### config.mk
export PLATFORM = sky130hd
export DESIGN_NAME = aor_key_loader
export DESIGN_NICKNAME = d
export VERILOG_FILES = /design/src/rtl/aor_key_pkg.sv /design/src/rtl/aor_key_shreg.sv /design/src/rtl/aor_key_loader.sv
export SDC_FILE = /design/constraint.sdc
export NUM_CORES = 1
export LEC_CHECK = 0
export BUFFER_PORTS_ARGS = -buffer_cell sky130_fd_sc_hd__buf_4
export CORE_MARGIN = 3
export CORE_UTILIZATION = 30
export DETAILED_ROUTE_END_ITERATION = 8
export SYNTH_ARGS = -nofsm -noshare
export SYNTH_HDL_FRONTEND = slang
export SYNTH_SLANG_ARGS = --single-unit
export TNS_END_PERCENT = 100
### constraint.sdc
create_clock -name clk_i -period 3.55 [get_ports clk_i]
set_clock_uncertainty 0.2 [all_clocks]
set_input_delay 0.1775 -clock clk_i [delete_from_list [all_inputs] [get_ports clk_i]]
set_output_delay 0.1775 -clock clk_i [all_outputs]
set_load 0.01 [all_outputs]
### src/rtl/aor_key_pkg.sv
// Shared state encoding, defaults and counter sizing for the AOR serial key loader.
package aor_key_pkg;

  localparam int          KEY_W_DEF     = 32;
  localparam logic [31:0] DECOY_KEY_DEF = 32'h0000_0000;

  typedef enum logic [2:0] {
    ST_IDLE,
    ST_SHIFT,
    ST_CHECK,
    ST_COMMIT,
    ST_DONE,
    ST_ERR
  } aor_key_state_t;

  // One spare bit so the bit counter can hold KEY_W itself without wrapping.
  function automatic int cnt_width(input int key_w);
    return $clog2(key_w) + 1;
  endfunction

endpackage

### src/rtl/aor_key_shreg.sv
// MSB-first key shift register with synchronous clear and a running XOR of every bit shifted in.
module aor_key_shreg #(
  parameter int KEY_W = 32
) (
  input  logic             clk,
  input  logic             rst_n,
  input  logic             clr,
  input  logic             shift_en,
  input  logic             din,
  output logic [KEY_W-1:0] q,
  output logic             parity
);

  // NOTE: the key register is reset like any control flop so a partial key can never outlive a reset.
  // NOTE: sequential state uses non-blocking assignments so every flop samples pre-edge values.
  always_ff @(posedge clk or negedge rst_n) begin
    if (!rst_n) begin
      q      <= '0;
      parity <= 1'b0;
    end else if (clr) begin
      q      <= '0;
      parity <= 1'b0;
    end else if (shift_en) begin
      q      <= {q[KEY_W-2:0], din};
      parity <= parity ^ din;
    end
  end

endmodule

### src/rtl/aor_key_loader.sv
// Serial unlock-key loader feeding the locked AOR adder's keyinput bus.
// Optional trailing even-parity check is built when AOR_KEY_LOADER_PARITY_EN is defined.
module aor_key_loader
  import aor_key_pkg::*;
#(
  parameter int               KEY_W     = KEY_W_DEF,
  parameter logic [KEY_W-1:0] DECOY_KEY = KEY_W'(DECOY_KEY_DEF)
) (
  input  logic             clk_i,
  input  logic             rst_ni,
  input  logic             key_start_i,
  input  logic             key_svalid_i,
  input  logic             key_sdata_i,
  output logic [KEY_W-1:0] key_o,
  output logic             key_valid_o,
  output logic             key_err_o,
  output logic             busy_o
);

  localparam int             CW       = cnt_width(KEY_W);
  localparam logic [CW-1:0]  LAST_BIT = CW'(KEY_W - 1);

  aor_key_state_t   state, next_state;
  logic [CW-1:0]    cnt;
  logic [KEY_W-1:0] shreg;
  logic             par;
  logic             enter_shift;
  logic             shift_bit;
  logic             commit;
  logic             set_err;

  aor_key_shreg #(.KEY_W(KEY_W)) u_shreg (
    .clk      (clk_i),
    .rst_n    (rst_ni),
    .clr      (enter_shift),
    .shift_en (shift_bit),
    .din      (key_sdata_i),
    .q        (shreg),
    .parity   (par)
  );

  // A start pulse wins in every state, so a half-shifted key is always thrown away.
  // NOTE: every always_comb output gets a default first, so no path can infer a latch.
  always_comb begin
    next_state  = state;
    enter_shift = 1'b0;
    shift_bit   = 1'b0;
    commit      = 1'b0;
    set_err     = 1'b0;
    if (key_start_i) begin
      next_state  = ST_SHIFT;
      enter_shift = 1'b1;
    end else begin
      case (state)
        ST_IDLE, ST_DONE, ST_ERR: next_state = state;
        ST_SHIFT: begin
          if (key_svalid_i) begin
            shift_bit = 1'b1;
            if (cnt == LAST_BIT) begin
`ifdef AOR_KEY_LOADER_PARITY_EN
              next_state = ST_CHECK;
`else
              next_state = ST_COMMIT;
`endif
            end
          end
        end
`ifdef AOR_KEY_LOADER_PARITY_EN
        ST_CHECK: begin
          if (key_svalid_i) begin
            if (par ^ key_sdata_i) begin
              next_state = ST_ERR;
              set_err    = 1'b1;
            end else begin
              next_state = ST_COMMIT;
            end
          end
        end
`endif
        ST_COMMIT: begin
          commit     = 1'b1;
          next_state = ST_DONE;
        end
        default: next_state = ST_IDLE;
      endcase
    end
  end

  always_ff @(posedge clk_i or negedge rst_ni) begin
    if (!rst_ni) begin
      state <= ST_IDLE;
    end else begin
      state <= next_state;
    end
  end

  always_ff @(posedge clk_i or negedge rst_ni) begin
    if (!rst_ni) begin
      cnt <= '0;
    end else if (enter_shift) begin
      cnt <= '0;
    end else if (shift_bit) begin
      cnt <= cnt + 1'b1;
    end
  end

  // The decoy goes back on the bus the moment a reload starts.
  always_ff @(posedge clk_i or negedge rst_ni) begin
    if (!rst_ni) begin
      key_o       <= DECOY_KEY;
      key_valid_o <= 1'b0;
    end else if (enter_shift) begin
      key_o       <= DECOY_KEY;
      key_valid_o <= 1'b0;
    end else if (commit) begin
      key_o       <= shreg;
      key_valid_o <= 1'b1;
    end
  end

`ifdef AOR_KEY_LOADER_PARITY_EN
  always_ff @(posedge clk_i or negedge rst_ni) begin
    if (!rst_ni) begin
      key_err_o <= 1'b0;
    end else if (enter_shift) begin
      key_err_o <= 1'b0;
    end else if (set_err) begin
      key_err_o <= 1'b1;
    end
  end
`else
  logic unused_par;
  assign unused_par = par ^ set_err;
  assign key_err_o  = 1'b0;
`endif

  assign busy_o = (state == ST_SHIFT) || (state == ST_CHECK) || (state == ST_COMMIT);

endmodule

==> out/metrics.yaml, run 1 <==
routing:
  drc_errors: 0
  vias_per_cell: 5.01
  drtAntennaViolNets: 0
  drt-initial-drc-count: 67
  detail_route.wl_per_cell_um: 15.4
  dr_total_vias: 1724
  drt_wl_total_mm: 5.28
  drt_pass1_iterations: 5
logic_synthesis:
  ys_seq_area_frac: 0.663
  synthArstFlopShare: 1.00
  yosys.area.top_type: "dfrtp_1"
  ys_types: 26
  ys_ff_latch: 74
  synth_cells: 192
  yosysWarnings: 0
  syn-cell-area_um2: 2790
  syn_nets: 198
  avgSynthCellArea_um2: 14.5
  synth-edff-count: 0
  yosys-top-cells-area: "dfrtp_1, a22o_1, buf_6"
  synth.top_cell.area_share: 0.663
  synthFlopType: "dfrtp_1"
timing:
  slew_headroom: 0.389
  finalSetupViolations: 0
  hold_violations: 0
  worst_slew_pin_slew_ns: 0.917
  drv_slew: 0
  max_freq_mhz: 543
  fin_crit_ns: 1.84
  rsz0062_at_grt: "false"
  setup_tns_ns: 0
  post-route-period-util: 0.519
critical_path:
  rrSetupSlack_ns: 1.71
  crit_type: "flip-flop to flip-flop"
  cp.required_ns: 3.64
  max_stage_delay_ns: 0.57
  crit_path_end_kind: "flip-flop"
  crit_fanout: 33
  worstPathArrival_ns: 1.93
  critical_path_buf_inv_count: 0
  slowest_stage: "nor2_4"
  startpoint_type: "flip-flop"
  path_cells: "and4bb_2 -> nor2_4 -> a22o_1"
  cp_top_family: "simple AND/OR/NAND/NOR gates"
flow_run:
  drv_cap: 0
cts:
  clkTransAtPathRegs_ns: 0.08
  cts_buffer_depth: 2
  cts_resized: 0
  ctsRootBufferMaster: "clkbuf_8"
  cts-htree-levels: 3
  cts_sinks: 74
  cts_tree: "done"
  insertion_delay_ns: 0.35
  post_cts_buffers: 0
  numCtsBuffers: 9
  cts_hold_buf: 3
pwr:
  combPwrFrac: 0.035
  p_int_mw: 1.25
  vdd_drop_max_v: 0.000191
  switchingPower_mw: 0.364
  power_density_nw_per_um2: 480
  pwr-share-seq: 0.525
  leakage_nw: 1.64
  swShare: 0.225
  clkPwrFrac: 0.440
global_route:
  grt_max_degree: 75
  grt_first_pass_wirelength_mm: 8.63
  globalRouteTotalUtil: 0.108
  met1_usage: 0.150
  top_usage_layer: "met2"
  grtUsageMet2: 0.151
  grt_pass1_vias: 1656
  antenna_found_initial: 0
  grt.overflow.total: 0
  grtUsageMet3: 0.0430
placed_design:
  gp_congestion: 0.702
  numPortBuffers: 38
  post-dp-hpwl_mm: 3.09
  place_area_um2: 3120
layout:
  areaGrowthSynthToFinish_pct: 20.5
  drive_gt1_frac: 0.275
  finish.net_count: 238
  finalInstanceArea_um2: 3370
  antenna_cells: 0
  fill_cells: 850
floorplan:
  rows: 34
  initial_core_util: 0.314
  core_um2: 8890
  ios: 40
  die-area_um2: 10500
  fp.dieH_um: 102
  die_w_um: 102
hold_path:
  min_path_type: "input port to flip-flop"
outcome:
  outcome: "completed"
path summary, 6_finish.rpt:
check,startpoint,to,cells after the start
setup / recovery,state[0],u_shreg.q[2],3
hold / removal,key_svalid_i,cnt[2],4
setup reg to reg,state[0],u_shreg.q[2],3
hold reg to reg,key_o[5],key_o[5],1
max in group asynchronous,rst_ni,key_o[27],2
min in group asynchronous,rst_ni,key_o[14],2
kinds of logic (layout without fill, tap and decap cells):
kind of cell | after synthesis | in the layout | share of synthesized area
compound gates | 72 | 72 | 0.217
xor+xnor | 1 | 1 | 0.00314
fa+ha+maj | 1 | 1 | 0.00448
buf+inv | 18 | 62 | 0.0470
flops | 74 | 74 | 0.663
mux | 2 | 2 | 0.00806
other cells | 1 | 1 | 0.00134
simple gates | 23 | 23 | 0.0556
placed cells by master (no fill, tap or decap):
master          n
a21o_1          1
a21oi_1         4
a22o_1         65
and3_1          1
and4bb_2        1
buf_4          41
bufinv_16       2
clkbuf_8        9
clkinvlp_4      3
conb_1          1
dfrtp_1        74
dlygate4sd3_1   3
ha_1            1
inv_1           3
inv_6           1
mux2_2          2
nand2_1         3
nand3_1         1
nand3b_2        1
nand4bb_4       1
nor2_1          5
nor2_2          2
nor2_4          1
nor2b_1         2
nor2b_2         1
nor3_1          2
o21ai_0         2
or3_1           2
xnor2_1         1
worst register-to-register path, cell delays in order (launching register included):
cell and delay (ns):
dfrtp_1 0.45, and4bb_2 0.29, nor2_4 0.57, a22o_1 0.27
power groups by stage:
stage	Clock [mW]	Sequential (mW)	Combinational [mW]
2_1_floorplan	0	0.865	0.0350
3_3_place_gp	0	0.866	0.0538
3_5_place_dp	0	0.866	0.0553
4_1_cts	0.735	0.850	0.0584
5_1_grt	0.765	0.850	0.0645
6_report	0.711	0.850	0.0564
area by class of cell:
cell class                 count  area [µm²]  area share
timing repair buffer          44         338       0.100
clock buffer                   9         124      0.0368
inverter                       3        11.3     0.00335
tap                          108         135      0.0401
clock inverter                 6        91.3      0.0271
multi-input combinational    100         815       0.242
sequential                    74        1850       0.550
per-stage QoR:
| stage | util | power (mW) | hold WS [ns] | worst slack (ns) | instances |
|---|---|---|---|---|---|
| 3_3_place_gp | 0.351 | 0.920 | 0.165 | 1.75 | 326 |
| 4_1_cts | 0.379 | 1.64 | 0.0586 | 1.71 | 344 |
| 5_1_grt | 0.379 | 1.68 | 0.0710 | 1.62 | 344 |
| 2_1_floorplan | - | 0.900 | -0.318 | 1.99 | 192 |
| 6_report | 0.379 | 1.62 | 0.0788 | 1.71 | 344 |
| 3_5_place_dp | 0.351 | 0.922 | 0.175 | 1.73 | 326 |
cells in the mapped netlist (2+ instances only):
| master | number |
|---|---|
| a21oi_1 | 4 |
| a22o_1 | 65 |
| buf_2 | 6 |
| buf_6 | 7 |
| dfrtp_1 | 74 |
| inv_1 | 3 |
| mux2_2 | 2 |
| nand2_1 | 3 |
| nor2_1 | 6 |
| nor2b_1 | 3 |
| nor3_1 | 2 |
| o21ai_0 | 2 |
| or3_1 | 2 |
layer usage:
metal	routed length, µm	part of all wire	vias to the layer above
met1	2600	0.49	872
met2	2320	0.44	42
met5	0	0	-
met4	72	0.014	0
li1	-	-	802
met3	286	0.054	8
state kept, by name (all words and copies together) (netlist names):
signal and count:
u_shreg.q 32, cnt 6, state 3, key_o 32, key_valid_o 1
Note: power is estimated with default switching activity, not from simulation.
==> run 2: changes to the inputs <==
- clock period: 3.55 -> 1.5 ns (I/O delays scaled with it)
==> out/metrics.yaml, run 2 (synthesis gave the netlist of run 1 again) <==
outcome:
  outcome: "finished, violations left"
  failed_checks: "negative hold slack, negative setup slack"
floorplan:
  rows: 34
  die_w_um: 102
  die-area_um2: 10500
  ios: 40
  core_um2: 8890
  initial_core_util: 0.314
  fp.dieH_um: 102
pwr:
  switchingPower_mw: 0.867
  vdd_drop_max_v: 0.000435
  power_density_nw_per_um2: 1070
  pwr-share-seq: 0.519
  clkPwrFrac: 0.434
  swShare: 0.224
  leakage_nw: 1.76
  p_int_mw: 3.01
  combPwrFrac: 0.047
global_route:
  grt_max_degree: 32
  grt.overflow.total: 0
  globalRouteTotalUtil: 0.117
  antenna_found_initial: 0
  grt_pass1_vias: 1852
  grt_first_pass_wirelength_mm: 9.47
timing:
  layout_setup_ws_ns: -0.0646
  rsz0062_at_grt: "true"
  hold_violations: 10
  drv_slew: 0
  post-route-period-util: 1.04
  fin_crit_ns: 1.56
  finalSetupViolations: 32
  hold_slack_ns: -0.00820
  max_freq_mhz: 639
critical_path:
  worstPathArrival_ns: 1.60
  cp.required_ns: 1.53
  path_cells: "and4bb_4 -> nor2_4 -> buf_12 -> a22o_1"
  timing.rr.start: "state[1]"
  startpoint_type: "flip-flop"
  max_stage_delay_ns: 0.41
  slowest_stage: "dfrtp_1"
  crit_start: "state[1]"
  crit_type: "flip-flop to flip-flop"
  crit_path_end_kind: "flip-flop"
  crit_fanout: 13
layout:
  antenna_cells: 0
  fill_cells: 833
  instances_no_fill: 360
  mostFrequentLayoutCells: "dfrtp_1, a22o_1, buf_4, clkbuf_8, buf_12"
  finish.net_count: 253
  top_regs: "key_o x32, u_shreg.q x32, cnt x6"
  drive_gt1_frac: 0.333
  areaGrowthSynthToFinish_pct: 29.7
  layout_commonest_cell: "dfrtp_1"
  regArea_um2: 1850
  multiInputGateArea_um2: 882
routing:
  detail_route.wl_per_cell_um: 15.6
  drtAntennaViolNets: 0
  drc_errors: 0
  drt_wl_total_mm: 5.60
  drt_pass1_iterations: 4
  dr_total_vias: 1786
  vias_per_cell: 4.96
  drt-initial-drc-count: 58
cts:
  cts_sinks: 74
  clkTransAtPathRegs_ns: 0.08
  cts_buffer_depth: 2
  cts_tree: "done"
  ctsRootBufferMaster: "clkbuf_8"
  insertion_delay_ns: 0.34
  cts-htree-levels: 3
  numCtsBuffers: 9
placed_design:
  pre_cts_slack_ns: -0.261
  numPortBuffers: 38
  gp_congestion: 0.710
  post-dp-hpwl_mm: 3.53
  placed_cells: 338
hold_path:
  min_path_type: "input port to asynchronous set/reset pin"
flow_run:
  drv_cap: 0
[run 2: path summary, 6_finish.rpt]
kind,slack [ns],depth (start not counted),to
worst max-delay path,-0.06,4,u_shreg.q[29]
worst min-delay path,-0.008,2,key_o[16]
worst max register to register,-0.06,4,u_shreg.q[29]
worst min register to register,0.31,1,key_o[31]
max in group asynchronous,0.56,3,key_o[24]
min in group clk_i,0.03,4,cnt[3]
[run 2: power by group through the flow]
stage | Clock [mW] | Combinational (mW) | Sequential [mW]
2_1_floorplan | 0 | 0.0834 | 2.05
3_3_place_gp | 0 | 0.151 | 2.05
3_5_place_dp | 0 | 0.152 | 2.05
4_1_cts | 1.72 | 0.179 | 2.01
5_1_grt | 1.81 | 0.206 | 2.01
6_report | 1.68 | 0.182 | 2.01
[run 2: through the flow]
step            util  total power [mW]  TNS (ns)  area [µm²]  hold WS (ns)
2_1_floorplan      -              2.13    -0.954        2800        -0.421
3_3_place_gp   0.366              2.20     -7.71        3260        -0.181
3_5_place_dp   0.366              2.20     -9.37        3260        -0.172
4_1_cts        0.403              3.91    -0.793        3590       -0.0151
5_1_grt        0.408              4.03     -2.99        3620       0.00913
6_report       0.408              3.88    -0.931        3620      -0.00820
[run 2: what timing repair did]
action / 4_1_cts / 5_1_grt
setup endpoints to repair: 67 / 70
hold buffers: 3 / 0
setup buffers: 2 / 0
gates resized for setup: 10 / 9
hold endpoints to repair: 81 / 0
pin swaps: 10 / 9
cloned: 1 / 0
[run 2: worst max-delay path: cells and delay by family, from the launching register on]
family,cells,cell delay (ns)
compound gates,1,0.22
flops,1,0.41
simple gates,2,0.48
buf+inv,1,0.14
[run 2: layer usage]
layer  GRT usage  part of all wire
met1       0.167              0.49
met2       0.166              0.44
met3      0.0451             0.062
met4      0.0303            0.0079
met5           0                 0
[run 2: cell type report]
type | instances | share of cell area
clock buffers | 10 | 0.0352
clock inverters | 6 | 0.0252
inverters | 3 | 0.00311
multi-input cells | 101 | 0.243
flip-flops and latches | 74 | 0.511
well taps | 108 | 0.0373
repair buffers | 58 | 0.145
==> run 3: changes to the inputs <==
- BUFFER_PORTS_ARGS: -buffer_cell sky130_fd_sc_hd__buf_4 -> -buffer_cell sky130_fd_sc_hd__buf_2
- CORE_MARGIN: 3 -> unset
==> out/metrics.yaml, run 3 (synthesis gave the netlist of run 1 again) <==
placed_design:
  place_area_um2: 3160
  numPortBuffers: 38
  gp_congestion: 0.698
  placed_cells: 337
  pre_cts_slack_ns: -0.255
  post-dp-hpwl_mm: 3.18
pwr:
  combPwrFrac: 0.055
  power_density_nw_per_um2: 1070
  clkPwrFrac: 0.429
  swShare: 0.223
  leakage_nw: 1.83
  pwr-share-seq: 0.516
  switchingPower_mw: 0.870
  p_int_mw: 3.03
  vdd_drop_max_v: 0.000677
  power.total_mw: 3.90
routing:
  drt_pass1_iterations: 6
  dr_total_vias: 1792
  drtAntennaViolNets: 0
  drt_wl_total_mm: 5.74
  detail_route.wl_per_cell_um: 15.7
  vias_per_cell: 4.91
  drc_errors: 0
  drt-initial-drc-count: 84
hold_path:
  min_path_type: "input port to asynchronous set/reset pin"
layout:
  finalInstanceArea_um2: 3650
  finalCoreUtilization: 0.413
  fill_cells: 819
  mostFrequentLayoutCells: "dfrtp_1, a22o_1, buf_2, buf_4, clkbuf_8"
  instances_no_fill: 365
  areaGrowthSynthToFinish_pct: 30.8
  layout_commonest_cell: "dfrtp_1"
  drive_gt1_frac: 0.358
  antenna_cells: 0
  finish.net_count: 259
  top_regs: "key_o x32, u_shreg.q x32, cnt x6"
critical_path:
  r2r_cells: 5
  crit_type: "flip-flop to flip-flop"
  timing.rr.end: "u_shreg.q[15]"
  worstPathArrival_ns: 1.67
  crit_fanout: 7
  startpoint_type: "flip-flop"
  crit_path_end_kind: "flip-flop"
  timing.rr.start: "state[1]"
  cp.required_ns: 1.54
  rrSetupSlack_ns: -0.13
global_route:
  grt_max_degree: 75
  grt.overflow.total: 0
  antenna_found_initial: 0
  grt_pass1_vias: 1764
  grt_first_pass_wirelength_mm: 9.35
  globalRouteTotalUtil: 0.128
timing:
  rsz0062_at_grt: "true"
  post-route-period-util: 1.09
  finalSetupViolations: 69
  hold_violations: 0
  max_freq_mhz: 614
  drv_slew: 0
  hold_slack_ns: 0.0564
  fin_crit_ns: 1.63
  layout_setup_ws_ns: -0.128
  setup_tns_ns: -4.29
floorplan:
  rows: 34
  ios: 40
  fp.dieH_um: 98.5
  die-area_um2: 9700
  core_um2: 8850
  die_w_um: 98.5
  initial_core_util: 0.316
cts:
  ctsRootBufferMaster: "clkbuf_8"
  cts_buffer_depth: 2
  cts-htree-levels: 3
  cts_sinks: 74
  numCtsBuffers: 9
  cts_tree: "done"
  clkTransAtPathRegs_ns: 0.08
  insertion_delay_ns: 0.34
flow_run:
  drv_cap: 0
outcome:
  failed_checks: "negative setup slack"
  outcome: "finished, violations left"
-- run 3: cell types whose count changed in the layout (fill, tap and decap cells not counted), moves of 2 or more --
cell,previous run,this run
buf_2,0,37
a21oi_1,4,2
clkinvlp_4,3,1
a21oi_2,0,2
inv_6,0,2
buf_4,46,11
clkbuf_16,0,2
-- run 3: how the worst max path moves through the flow --
stage / from / end / slack, ns
after floorplan: state[2] / key_o[10] / -0.03
after global placement: state[1] / u_shreg.q[5] / -0.22
after detailed placement: state[1] / cnt[1] / -0.26
after CTS: state[2] / u_shreg.q[25] / -0.06
after global routing: state[1] / u_shreg.q[6] / -0.15
final: state[1] / u_shreg.q[15] / -0.13
-- run 3: critical path, cell delays in order (launching register included) --
cell	delay [ns]
dfrtp_1	0.40
and4bb_4	0.39
buf_12	0.12
nor2_4	0.05
clkbuf_16	0.17
a22o_1	0.20
-- run 3: timing repair --
item	in CTS	in global routing
hold buffers	3	0
endpoints found under the hold margin	78	0
gates cloned	3	1
setup buffers	4	2
pin swaps	23	26
setup endpoints to repair	68	71
gates resized for setup	13	9
-- run 3: cell type report --
cell class,instances,area (µm²),area share
inverter,3,11.3,0.00308
clock inverter,6,90.1,0.0247
sequential,74,1850,0.507
timing repair buffer,64,548,0.150
tap,108,135,0.0370
multi-input combinational,101,893,0.245
clock buffer,9,124,0.0339
-- run 3: layer usage --
metal	up-vias	wire [µm]	track usage
li1	846	-	-
met1	896	2840	0.178
met2	45	2560	0.187
met3	5	288	0.0518
met4	0	47	0.0344
met5	-	0	0
-- run 3: power groups by stage --
stage / sequential, mW / combinational [mW] / clock [mW]
after global placement: 2.05 / 0.144 / 0
after detailed placement: 2.05 / 0.147 / 0
after CTS: 2.01 / 0.199 / 1.72
after floorplan: 2.05 / 0.0834 / 0
final: 2.01 / 0.215 / 1.67
after global routing: 2.01 / 0.239 / 1.82
